--- config.mk ---
export PLATFORM = sky130hd
export DESIGN_NAME = std_sram_singleport_ctrl
export DESIGN_NICKNAME = d
export VERILOG_FILES = /design/src/rtl/std_sram_singleport_ctrl.sv
export SDC_FILE = /design/constraint.sdc
export NUM_CORES = 1
export LEC_CHECK = 0
export BUFFER_PORTS_ARGS = -buffer_cell sky130_fd_sc_hd__buf_4
export CAP_MARGIN = 5
export CORE_AREA = 2 2 39 41
export DETAILED_ROUTE_END_ITERATION = 16
export DIE_AREA = 0 0 41 43
export GPL_TIMING_DRIVEN = 0
export PLACE_DENSITY = 0.48
export SLEW_MARGIN = 5
export SYNTH_ARGS = -nofsm -noshare
export SYNTH_HDL_FRONTEND = slang
export SYNTH_SLANG_ARGS = --single-unit
--- constraint.sdc ---
create_clock -name clk -period 1.4 [get_ports clk]
set_clock_uncertainty 0.05 [all_clocks]
set_input_delay 0.28 -clock clk [delete_from_list [all_inputs] [get_ports clk]]
set_output_delay 0.28 -clock clk [all_outputs]
set_load 0.01 [all_outputs]
--- src/rtl/std_sram_singleport_ctrl.sv ---
// Single-port SRAM front end: zero-fills the whole array after reset or clr,
// then serves one read or write per cycle with a registered, backpressured read response.
//   state | meaning
//   INIT  | sweeping every address with zero, requests blocked
//   RUN   | accepting requests, init_done high
module std_sram_singleport_ctrl #(
    parameter int ADDR_WIDTH = 1,
    parameter int DATA_WIDTH = 1
) (
    input  logic                  clk,
    input  logic                  reset,
    input  logic                  clr,
    input  logic                  req_valid,
    output logic                  req_ready,
    input  logic                  req_we,
    input  logic [ADDR_WIDTH-1:0] req_addr,
    input  logic [DATA_WIDTH-1:0] req_wdata,
    output logic                  resp_valid,
    input  logic                  resp_ready,
    output logic [DATA_WIDTH-1:0] resp_rdata,
    output logic                  sram_en,
    output logic                  sram_we,
    output logic [ADDR_WIDTH-1:0] sram_addr,
    output logic [DATA_WIDTH-1:0] sram_din,
    input  logic [DATA_WIDTH-1:0] sram_dout,
    output logic                  init_done
);

    typedef enum logic {
        INIT = 1'b0,
        RUN  = 1'b1
    } state_t;

    localparam logic [ADDR_WIDTH-1:0] CNT_LAST = '1;

    state_t                state;
    state_t                state_nxt;
    logic [ADDR_WIDTH-1:0] cnt;
    logic [ADDR_WIDTH-1:0] cnt_nxt;
    logic                  rd_accept;

    always_ff @(posedge clk or posedge reset) begin
        if (reset) begin
            state <= INIT;
            cnt   <= '0;
        end else begin
            state <= state_nxt;
            cnt   <= cnt_nxt;
        end
    end

    always_comb begin
        state_nxt = state;
        cnt_nxt   = cnt;
        req_ready = 1'b0;
        sram_en   = 1'b0;
        sram_we   = 1'b0;
        sram_addr = cnt;
        sram_din  = '0;
        case (state)
            INIT: begin
                sram_en = 1'b1;
                sram_we = 1'b1;
                // cnt wraps back to zero on the last address, ready for a later clr
                cnt_nxt = cnt + 1'b1;
                if (cnt == CNT_LAST) begin
                    state_nxt = RUN;
                end
            end
            RUN: begin
                req_ready = ~clr & (~resp_valid | resp_ready);
                sram_en   = req_valid & req_ready;
                sram_we   = req_we;
                sram_addr = req_addr;
                sram_din  = req_wdata;
                if (clr) begin
                    state_nxt = INIT;
                    cnt_nxt   = '0;
                end
            end
            default: begin
                state_nxt = INIT;
                cnt_nxt   = '0;
            end
        endcase
    end

    assign rd_accept = (state == RUN) & req_valid & req_ready & ~req_we;

    // A pending response survives clr; only reset or consumption drops it.
    always_ff @(posedge clk or posedge reset) begin
        if (reset) begin
            resp_valid <= 1'b0;
            resp_rdata <= '0;
        end else if (rd_accept) begin
            resp_valid <= 1'b1;
            resp_rdata <= sram_dout;
        end else if (resp_valid & resp_ready) begin
            resp_valid <= 1'b0;
        end
    end

    assign init_done = (state == RUN);

endmodule

==> flow_summary.yaml <==
synthesis:
  synth_fa_ha_area_frac: 0
  synth_ff_type: "dfrtp_1"
  syn_area_sq_um: 213
  synthSimpleGateAreaFrac: 0.300
  synthTopCellsByCount: "dfrtp_1 (4), and2_2 (2), nand2_1 (2)"
  synth_top_family_by_area: "simple AND/OR/NAND/NOR gates"
  synth_async_sr_flop_share: 1.00
  yosysMostFrequentCell: "dfrtp_1"
  yosys.area.top_type: "dfrtp_1"
  synth_compound_area_frac: 0.0882
  synth-edff-count: 0
  avgSynthCellArea_sq_um: 11.2
  syn-num-nets: 28
  synth_xor_area_frac: 0
  syn_inst: 19
  ys_types: 14
  synth.area.top_cells: "dfrtp_1 (47%), and2_2 (7.1%), mux2_4 (7.1%)"
  synth.area.mux_share: 0.124
  netlist.area_leader.share: 0.471
  ys_ff_latch: 4
  ys_warn_count: 0
  ys_seq_area_frac: 0.471
cells_and_area:
  areaGrowthSynthToFinish_pct: 104
  n_antenna_cell: 0
  final_cell_area_sq_um: 434
  nFillCells: 163
  final_util: 0.314
  final_nets: 54
  drive_gt1_frac: 0.721
clocking:
  cts_tree: "yes"
  clkTransAtPathRegs_ps: 30
  h-tree-depth: 1
  cts_buffers: 3
  clock_sinks: 4
  clock-root-buffer: "clkbuf_4"
  clk-insertion-delay-late_ps: 230
  cts.path.max_buffers: 2
status:
  outcome: "finished, violations left"
  violations: "negative setup slack"
worst_hold_path:
  hold_class: "in2reg"
  hold_depth: 2
timing:
  setup_viol: 2
  finalMaxSlewViolations: 0
  fin_crit_ps: 1440
  hold_viol: 0
  rsz0062_at_grt: "yes"
  fin_ws_ps: -42.4
  holdWs_ps: 193
  fmax_mhz: 693
  slew_headroom: 0.904
  fin_crit_sh: 1.03
  tightest_slew_ps: 144
routing:
  wl_per_cell_um: 8.19
  drtAntennaViolNets: 0
  avgViaCountPerCell: 3.63
  num_vias: 214
  firstDrtPassIters: 1
  drt_iter0_markers: 0
  routed_wl_um: 483
  drc: 0
setup_path:
  r2r_cells: 4
  crit_path_end_kind: "primary output"
  crit_fanout: 4
  cp.arrival_ps: 1110
  startpoint_type: "register"
  critPathRequiredTime_ps: 1070
  crit_type: "reg2out"
power_and_ir_drop:
  p_per_area_nw_per_um2: 1790
  power.leakage_uw: 0.000233
  ir_drop_uv: 485
global_routing:
  track_usage: 0.0636
  grt_pass1_vias: 214
  grt_pass1_wl_um: 703
  grt_max_degree: 5
  antenna_found_initial: 0
  overflow: 0
die:
  coreArea_sq_um: 1380
  die_h_um: 43
  io_pins: 17
  die_x_um: 41
  fp-row-count: 14
  dieArea_sq_um: 1760
  initial_core_util: 0.154
job:
  max-cap-violations: 0
placement:
  port_buffers: 16
  placed_cell_area_sq_um: 353
  place_congestion: 0.549
==> cells by family after synthesis <==
logic type,Yosys count
and+or+nand+nor,9
DFF,4
AOI/OAI and AO/OA,3
muxes,2
buffers and inverters,1
==> per-layer routing <==
metal  global-route usage  wire, um  up-vias
met5                    0         0        -
met4               0.0600         0        0
met3               0.0314        59        0
li1                     -         -      111
met1               0.0557       161       93
met2               0.0969       262       10
==> layout make-up <==
class | count | area, sq um | share of cell area
timing repair buffer | 21 | 175 | 0.403
multi-input combinational | 14 | 111 | 0.256
sequential | 4 | 101 | 0.233
clock buffer | 3 | 22.5 | 0.0519
tap | 16 | 20.0 | 0.0461
inverter | 1 | 3.75 | 0.00865
==> critical path, cell delays in order (launching register included) <==
cell and delay [ps]:
dfrtp_2 420, and2b_2 210, and2_4 150, buf_6 110
==> state kept, by name, indices dropped and copies added, names as in the netlist <==
name and cells:
resp_rdata 1, init_done 1, resp_valid 1, cnt 1
==> what timing repair did <==
action | in CTS | in global routing
hold buffers | 1 | 0
gates resized for setup | 4 | 4
endpoints found under the setup margin | 3 | 5
hold endpoints to repair | 4 | 0
gates cloned | 0 | 0
setup buffers | 4 | 0
==> worst paths after layout <==
check / start / endpoint / slack [ps]
worst max-delay path: init_done / req_ready / -40
worst min-delay path: clr / init_done / 190
worst max register to register: init_done / resp_rdata / 70
worst min register to register: resp_rdata / resp_rdata / 450
max in group asynchronous: reset / init_done / 690
min in group asynchronous: reset / resp_rdata / 450
==> through the flow <==
step / instances / setup slack [ps] / total power, uW / TNS (ps)
2_1_floorplan: 19 / 154 / 377 / 0
3_3_place_gp: 51 / 73.9 / 544 / 0
3_5_place_dp: 51 / 65.6 / 547 / 0
4_1_cts: 59 / -52.4 / 769 / -115
5_1_grt: 59 / -86.4 / 852 / -263
6_report: 59 / -42.4 / 778 / -50.7
==> layout by cell type (no fill, tap or decap), drive strengths merged <==
cell type / instances
a21oi: 1
nand4b: 1
nor2: 1
inv: 1
o21ai: 1
nand2: 2
clkbuf: 3
or2b: 1
mux2: 2
and2: 2
nand2b: 1
and2b: 1
buf: 20
dlygate4sd3: 1
a21o: 1
dfrtp: 4
==> where the power goes <==
part	switching, uW	internal [uW]
Sequential	36.1	168
Clock	41.0	95.5
Combinational	152	286
Total	229	550
Note: power is estimated with default switching activity, not from simulation.
